`config.mk`:
```
export PLATFORM = sky130hd
export DESIGN_NAME = inst_loader
export DESIGN_NICKNAME = d
export VERILOG_FILES = /design/src/rtl/inst_loader.sv
export SDC_FILE = /design/constraint.sdc
export NUM_CORES = 1
export LEC_CHECK = 0
export BUFFER_PORTS_ARGS = -buffer_cell sky130_fd_sc_hd__buf_2
export CAP_MARGIN = 10
export CORE_ASPECT_RATIO = 0.75
export CORE_MARGIN = 2
export CORE_UTILIZATION = 63
export DETAILED_ROUTE_END_ITERATION = 8
export PLACE_DENSITY = 0.85
export SLEW_MARGIN = 20
export SYNTH_ARGS = -nofsm -noshare
export SYNTH_HDL_FRONTEND = slang
export SYNTH_SLANG_ARGS = --single-unit
```
`constraint.sdc`:
```
create_clock -name clk -period 3.9 [get_ports clk]
set_input_delay 0.975 -clock clk [delete_from_list [all_inputs] [get_ports clk]]
set_output_delay 0.975 -clock clk [all_outputs]
set_load 0.1 [all_outputs]
```
`src/rtl/inst_loader.sv`:
```
// Streams a big-endian byte image (word count header + words) into instruction memory.
// Optional trailing checksum of all words is enabled by defining LOADER_CHECKSUM_EN.
module inst_loader #(
  parameter logic [31:0] BASE_ADDR = 32'h0000_0000,
  parameter int unsigned MAX_WORDS = 131072
) (
  input  logic        clk,
  input  logic        rst,
  input  logic        start,
  input  logic        byte_valid,
  input  logic [7:0]  byte_data,
  output logic        byte_ready,
  output logic        mem_we,
  output logic [31:0] mem_addr,
  output logic [31:0] mem_data,
  output logic        busy,
  output logic        done,
  output logic        err
);

`ifdef LOADER_CHECKSUM_EN
  typedef enum logic [2:0] {
    IDLE, HDR, DATA, WRITE, DONE, ERR, CHK
  } state_t;
`else
  typedef enum logic [2:0] {
    IDLE, HDR, DATA, WRITE, DONE, ERR
  } state_t;
`endif

  localparam logic [31:0] MAX_W = 32'(MAX_WORDS);

  state_t      state_q;
  logic [1:0]  bcnt_q;
  logic [17:0] idx_q;
  logic [31:0] n_q;
  logic [31:0] word_q;
  logic        mem_we_q;
  logic [31:0] mem_addr_q;
  logic [31:0] mem_data_q;
  logic        done_q;
  logic        err_q;
`ifdef LOADER_CHECKSUM_EN
  logic [31:0] sum_q;
`endif

  logic [31:0] shift_d;
  logic        blast;
  logic [17:0] idx_d;
  logic        wlast;
  logic        take;

  assign shift_d = {word_q[23:0], byte_data};
  assign blast   = (bcnt_q == 2'd3);
  assign idx_d   = idx_q + 18'd1;
  assign wlast   = ({14'd0, idx_d} == n_q);
  assign take    = byte_valid & byte_ready;

`ifdef LOADER_CHECKSUM_EN
  assign byte_ready = (state_q == HDR) | (state_q == DATA)
                    | (state_q == CHK);
  assign busy = byte_ready | (state_q == WRITE);
`else
  assign byte_ready = (state_q == HDR) | (state_q == DATA);
  assign busy = byte_ready | (state_q == WRITE);
`endif

  assign mem_we   = mem_we_q;
  assign mem_addr = mem_addr_q;
  assign mem_data = mem_data_q;
  assign done     = done_q;
  assign err      = err_q;

  always_ff @(posedge clk or negedge rst) begin
    if (!rst) begin
      state_q    <= IDLE;
      bcnt_q     <= 2'd0;
      idx_q      <= 18'd0;
      n_q        <= 32'd0;
      word_q     <= 32'd0;
      mem_we_q   <= 1'b0;
      mem_addr_q <= BASE_ADDR;
      mem_data_q <= 32'd0;
      done_q     <= 1'b0;
      err_q      <= 1'b0;
`ifdef LOADER_CHECKSUM_EN
      sum_q      <= 32'd0;
`endif
    end else begin
      mem_we_q <= 1'b0;
      unique case (state_q)
        IDLE, DONE, ERR: begin
          if (start) begin
            done_q     <= 1'b0;
            err_q      <= 1'b0;
            bcnt_q     <= 2'd0;
            idx_q      <= 18'd0;
            n_q        <= 32'd0;
            word_q     <= 32'd0;
            mem_addr_q <= BASE_ADDR;
`ifdef LOADER_CHECKSUM_EN
            sum_q      <= 32'd0;
`endif
            state_q    <= HDR;
          end
        end
        HDR: begin
          if (take) begin
            bcnt_q <= bcnt_q + 2'd1;
            word_q <= shift_d;
            if (blast) begin
              n_q <= shift_d;
              if (shift_d > MAX_W) begin
                err_q   <= 1'b1;
                state_q <= ERR;
              end else if (shift_d == 32'd0) begin
`ifdef LOADER_CHECKSUM_EN
                state_q <= CHK;
`else
                done_q  <= 1'b1;
                state_q <= DONE;
`endif
              end else begin
                state_q <= DATA;
              end
            end
          end
        end
        DATA: begin
          if (take) begin
            bcnt_q <= bcnt_q + 2'd1;
            word_q <= shift_d;
            if (blast) begin
              mem_data_q <= shift_d;
              mem_we_q   <= 1'b1;
              state_q    <= WRITE;
            end
          end
        end
        WRITE: begin
          idx_q      <= idx_d;
          mem_addr_q <= mem_addr_q + 32'd4;
`ifdef LOADER_CHECKSUM_EN
          sum_q      <= sum_q + mem_data_q;
          state_q    <= wlast ? CHK : DATA;
`else
          if (wlast) begin
            done_q  <= 1'b1;
            state_q <= DONE;
          end else begin
            state_q <= DATA;
          end
`endif
        end
`ifdef LOADER_CHECKSUM_EN
        CHK: begin
          if (take) begin
            bcnt_q <= bcnt_q + 2'd1;
            word_q <= shift_d;
            if (blast) begin
              if (shift_d == sum_q) begin
                done_q  <= 1'b1;
                state_q <= DONE;
              end else begin
                err_q   <= 1'b1;
                state_q <= ERR;
              end
            end
          end
        end
`endif
        default: state_q <= IDLE;
      endcase
    end
  end

endmodule

```
# Word level (Yosys, flattened, before mapping)

Index checks and enable logic that the tools add are counted.

$add $sub $neg: 3
Magnitude comparators: 1
Equal/unequal tests: 17
Mux-type cells: 35
Bitwise gates (word level): 3
Reduce and logical (&&, ||, !) cells: 15

Operator list:

| operator                | count |
|---|---|
| $pmux W32 S2            | 2 |
| $mux W32                | 3 |
| $pmux W24 S2            | 1 |
| $pmux W18 S2            | 1 |
| $add A32 B3 Y32 const B | 1 |
| $eq A18 B32 Y1          | 1 |
| $gt A32 B18 Y1 const B  | 1 |
| $logic_not A32 Y1       | 1 |
| $mux W24                | 1 |
| $mux W3                 | 8 |
| $add A18 B1 Y18 const B | 1 |
| $mux W18                | 1 |
| $ne A2 B2 Y1 const B    | 7 |
| $mux W1                 | 12 |
| $pmux W3 S4             | 1 |
| $reduce_and A5 Y1       | 2 |
| $reduce_and A7 Y1       | 1 |
| $eq A3 B2 Y1 const B    | 2 |
| $eq A3 B3 Y1 const B    | 2 |
| $ne A2 B1 Y1 const B    | 3 |
| $reduce_and A3 Y1       | 2 |
| $reduce_bool A2 Y1      | 3 |
| $mux W2                 | 2 |
| $pmux W2 S2             | 1 |
| 13 further kinds        | 14 |

Flip-flop bits (word level): 146
Input bits: 12
Output and inout port bits: 69
Word-level logic and storage cells: 84

# Depth between registers and ports, before layout

Depth in word-level cells: 6
Gate-level depth with buffers: 8
Gate-level depth less buffers: 7

# Worst setup path after synthesis

No wires, ideal clock.

Path type: register to register
Start point: register state_q[0]
End point: register word_q[10]
Setup time: 0.117 ns
Data arrival time: 2.813 ns
Required time: 3.783 ns
Slack: 0.970 ns
Stages on the path, launching flop included: 8
Path buffers: 2
Clock period less this slack: 2.930 ns
Path through: dfrtp_1 buf_2 xnor2_1 nor2_1 nand2_1 clkbuf_1 nand3_1 nand2_1

Cells in the longest elaborated chain, start to end: 5
Elaborated cells on any way between the ends: 14
Those cells by class: eq/ne: 6; mux: 1; bitwise: 2; reduce/logical: 5

Ends and longest elaborated chain:

| element                                      | RTL line | source |
|---|---|---|
| start, declared                              | 33       | `state_t state_q;` |
| start signal, assigned                       | 76       | `state_q <= IDLE;` |
| start signal, assigned                       | 104      | `state_q <= HDR;` |
| start signal, assigned                       | 115      | `state_q <= ERR;` |
| $eq A3 B1 Y1 or $eq A3 B2 Y1 (tied branches) | 64       | `assign byte_ready = (state_q == HDR) \| (state_q == DATA);` |
| $or A1 B1 Y1 *                               | 64       |  |
| via byte_ready                               | 12       | `output logic byte_ready,` |
| $and A1 B1 Y1 *                              | 57       | `assign take = byte_valid & byte_ready;` |
| $ne A2 B1 Y1 (no source line) *              | --       |  |
| $reduce_and A3 Y1 (no source line) *         | --       |  |
| end signal, assigned                         | 110      | `word_q <= shift_d;` |
| end signal, assigned                         | 132      | `word_q <= shift_d;` |
| end, declared                                | 37       | `logic [31:0] word_q;` |

Mark *: on every way through the listed nets, which the timed path passes. The rest lies on a longest branch.
A chain may end at the register's enable or synchronous reset.

# Worst setup path after layout

Start point: register idx_q[0]
End point: register state_q[2]

Cells in the longest elaborated chain, start to end: 4

Ends and longest elaborated chain:

| element                | RTL line | source |
|---|---|---|
| start, declared        | 35       | `logic [17:0] idx_q;` |
| start signal, assigned | 141      | `idx_q <= idx_d;` |
| $add A18 B1 Y18        | 55       | `assign idx_d = idx_q + 18'd1;` |
| $eq A18 B32 Y1         | 56       | `assign wlast = ({14'd0, idx_d} == n_q);` |
| $mux W3                | 147      | `if (wlast) begin` |
| $pmux W3 S4            | 91       | `unique case (state_q)` |
| end signal, assigned   | 104      |  |
| end signal, assigned   | 149      | `state_q <= DONE;` |
| end signal, assigned   | 151      | `state_q <= DATA;` |

Every way passes these cells.

==> summary.txt <==
Cells and area
  – Nets: between 800 and 900
  – N_diodes: 0
  – Layout cells sized above 1: 0.206
  – Area Overhead vs Synth: 14.5%
  – Commonest non-fill, non-tap cell in the layout: nand2_1
  – Most frequent cells in the layout: 165 x nand2_1, 144 x dfrtp_1, 77 x o21ai_0, 77 x buf_2, 50 x nand3_1
  – Post-layout util: 0.738

Synth
  – Mapped Cells: 740
  – Synthesis-stage register bit count: 144
  – Synth unique cells: 56
  – Register area share after synthesis: 0.513
  – Synth Area per Inst: 9.49 sq um
  – Number of synthesized flops with an enable pin: 0
  – Ys Warns: 0
  – Dominant synthesized flop cell: dfrtp_1
  – Ys async rst share: 1.00
  – Synthesized area: 7020 sq um

Die
  – Core area: 10900 sq um
  – Die H: between 90 and 100 um
  – Die Wd: 126 um
  – Die area: 12000 sq um
  – Initial core utilization: 0.644
  – Number of I/O pins: around 80
  – Placement row count: 33

Timing
  – Upper clock frequency limit: 0.351 GHz
  – Hold Fails Final Rpt: 0
  – Final setup fails: 0
  – Fin crit period: 2.85 ns
  – WHS: 0.492 ns
  – Slew @ Worst Pin: 1.03 ns
  – Post-route clock skew: roughly 0.013 ns
  – Tcrit/Tclk final: 0.730
  – Slew HR: 0.311
  – TNS Setup: 0 ns
  – Slew Limit Fails: 0
  – RSZ-0062 raised after global routing: false

Clock tree
  – H-tree depth: 4
  – Clk_lat worst skew: around 0.44 ns
  – Post-CTS Resized: 0
  – Clock transition at the registers of the reported paths: 0.07 ns
  – CTS root buf: clkbuf_16
  – Postcts setup bufs: 0
  – CTS tree: yes
  – CTS sink count: 144
  – Num CTS Buffers: 17
  – Hold_buf cts: 0
  – Clk buf depth: 2

Power and ir drop
  – PD cells: about 860 nW/um^2
  – Leakage power: 3.95 nW
  – Peak supply drop: 0.000859 V

Status
  – Outcome: finished, final reports clean

Global routing
  – Largest net degree at the start of global routing: 83
  – Vias in the first global route: about 5700
  – Global-route congestion overflow total: 0
  – Total GRT Usage: 0.318
  – First-pass GRT wire length: 29800 um
  – Initial antenna violation count: 0

Route
  – Vias: ~6100
  – Residual DRC count: 0
  – Pre-antenna DRT Iters: 6
  – 1st-iter DRT viols: 796
  – Final wirelength: roughly 19000 um
  – Drt via density: 6.38
  – Wire per inst: 19.5 um
  – Post-DRT Antenna Nets: 0

Critical path
  – CP arrival: ~3.2 ns
  – Worst setup path category: reg2reg
  – Crit path capture type: register
  – CP Max Fanout: 10
  – Critical Path Source Type: register
  – Critical Path RT: about 4.2 ns

Flow run
  – Max_cap viols: 0

Placement
  – Post-DP HPWL: 12200 um
  – # port buffers: 78
  – Routability Congestion: 0.941

Worst hold path
  – HP Class: reg2reg
==> routing by layer <==
metal	up-vias	GRT usage	wire [um]
li1	2722	-	-
met1	2966	0.437	7670
met2	340	0.498	8650
met3	50	0.0898	1850
met4	0	0.0989	408
met5	-	0	0
==> kinds of logic (layout without fill, tap and decap cells) <==
logic type,Yosys count,count (layout),share of synthesized area
compound gates,139,139,0.117
xor+xnor,24,24,0.0321
fa+ha+maj,3,3,0.00534
buf+inv,59,130,0.0351
flops,144,144,0.513
mux,45,45,0.0698
other cells,1,2,0.000534
simple gates,325,325,0.227
==> Yosys cell counts (2+ instances only) <==
cell	number	area [sq um]
a21oi_1	19	95.1
a22oi_1	2	15.0
a31oi_1	8	50.1
a41oi_1	2	17.5
and2_1	4	25.0
and3_1	5	31.3
and4_1	5	43.8
buf_2	6	30.0
buf_4	2	15.0
clkbuf_1	35	131
clkbuf_2	2	10.0
dfrtp_1	144	3600
ha_1	3	37.5
inv_1	12	45.0
mux2_2	32	360
mux2i_1	13	130
nand2_1	165	619
nand2b_1	5	31.3
nand3_1	51	255
nand4_1	18	113
nor2_1	27	101
nor2b_1	8	50.1
nor3_1	9	45.0
nor4_1	9	56.3
nor4_2	5	62.6
nor4_4	2	42.5
o2111ai_1	2	17.5
o211ai_1	3	22.5
o21a_1	2	15.0
o21ai_0	77	385
o22ai_1	4	25.0
o31a_1	3	26.3
o31ai_1	7	52.6
o41ai_1	2	17.5
or4_1	5	37.5
xnor2_1	16	140
xor2_1	7	61.3
==> sequential cells by signal, summed over array words and instances (netlist names) <==
register	cells
n_q	32
word_q	24
bcnt_q	2
done	1
mem_we	1
state_q	3
idx_q	18
err	1
mem_addr	30
mem_data	32
==> path summary, 6_finish.rpt <==
check,from,endpoint,slack (ns),cells past startpoint
hold reg to reg,n_q[31],n_q[31],0.49,2
setup reg to reg,idx_q[0],state_q[2],1.05,7
min in group asynchronous,rst,mem_addr[15],0.61,1
max in group asynchronous,rst,n_q[20],2.47,2
setup / recovery,idx_q[0],state_q[2],1.05,7
hold / removal,n_q[31],n_q[31],0.49,2
==> power by group <==
part	internal, mW	switching, mW
combinational	0.665	2.09
sequential	1.94	0.660
clock	0.845	0.724
==> critical path, stage by stage, from the launching register on <==
cell and delay (ns):
dfrtp_1 0.57, ha_1 0.36, nand3_2 0.27, nor3_1 0.42
xor3_1 0.28, a211oi_1 0.30, nand4_1 0.23, o31ai_1 0.31
==> stage by stage <==
stage	instances	total power, mW	worst slack [ns]	cell area (sq um)
after floorplan	741	4.60	0.970	7030
after global placement	920	5.13	1.03	7480
after detailed placement	920	5.26	1.04	7480
after CTS	952	6.87	1.14	8040
after global routing	952	7.25	0.859	8040
final	952	6.92	1.05	8040
==> layout make-up <==
class                           instances  area [sq um]
Multi-Input combinational cell        538          3200
Tap cell                              140           175
Fill cell                             738          2860
Clock buffer                           17           425
Inverter                               12          45.0
Clock inverter                         15           139
Timing Repair Buffer                   86           457
Sequential cell                       144          3600
Note: power is estimated with default switching activity, not from simulation.
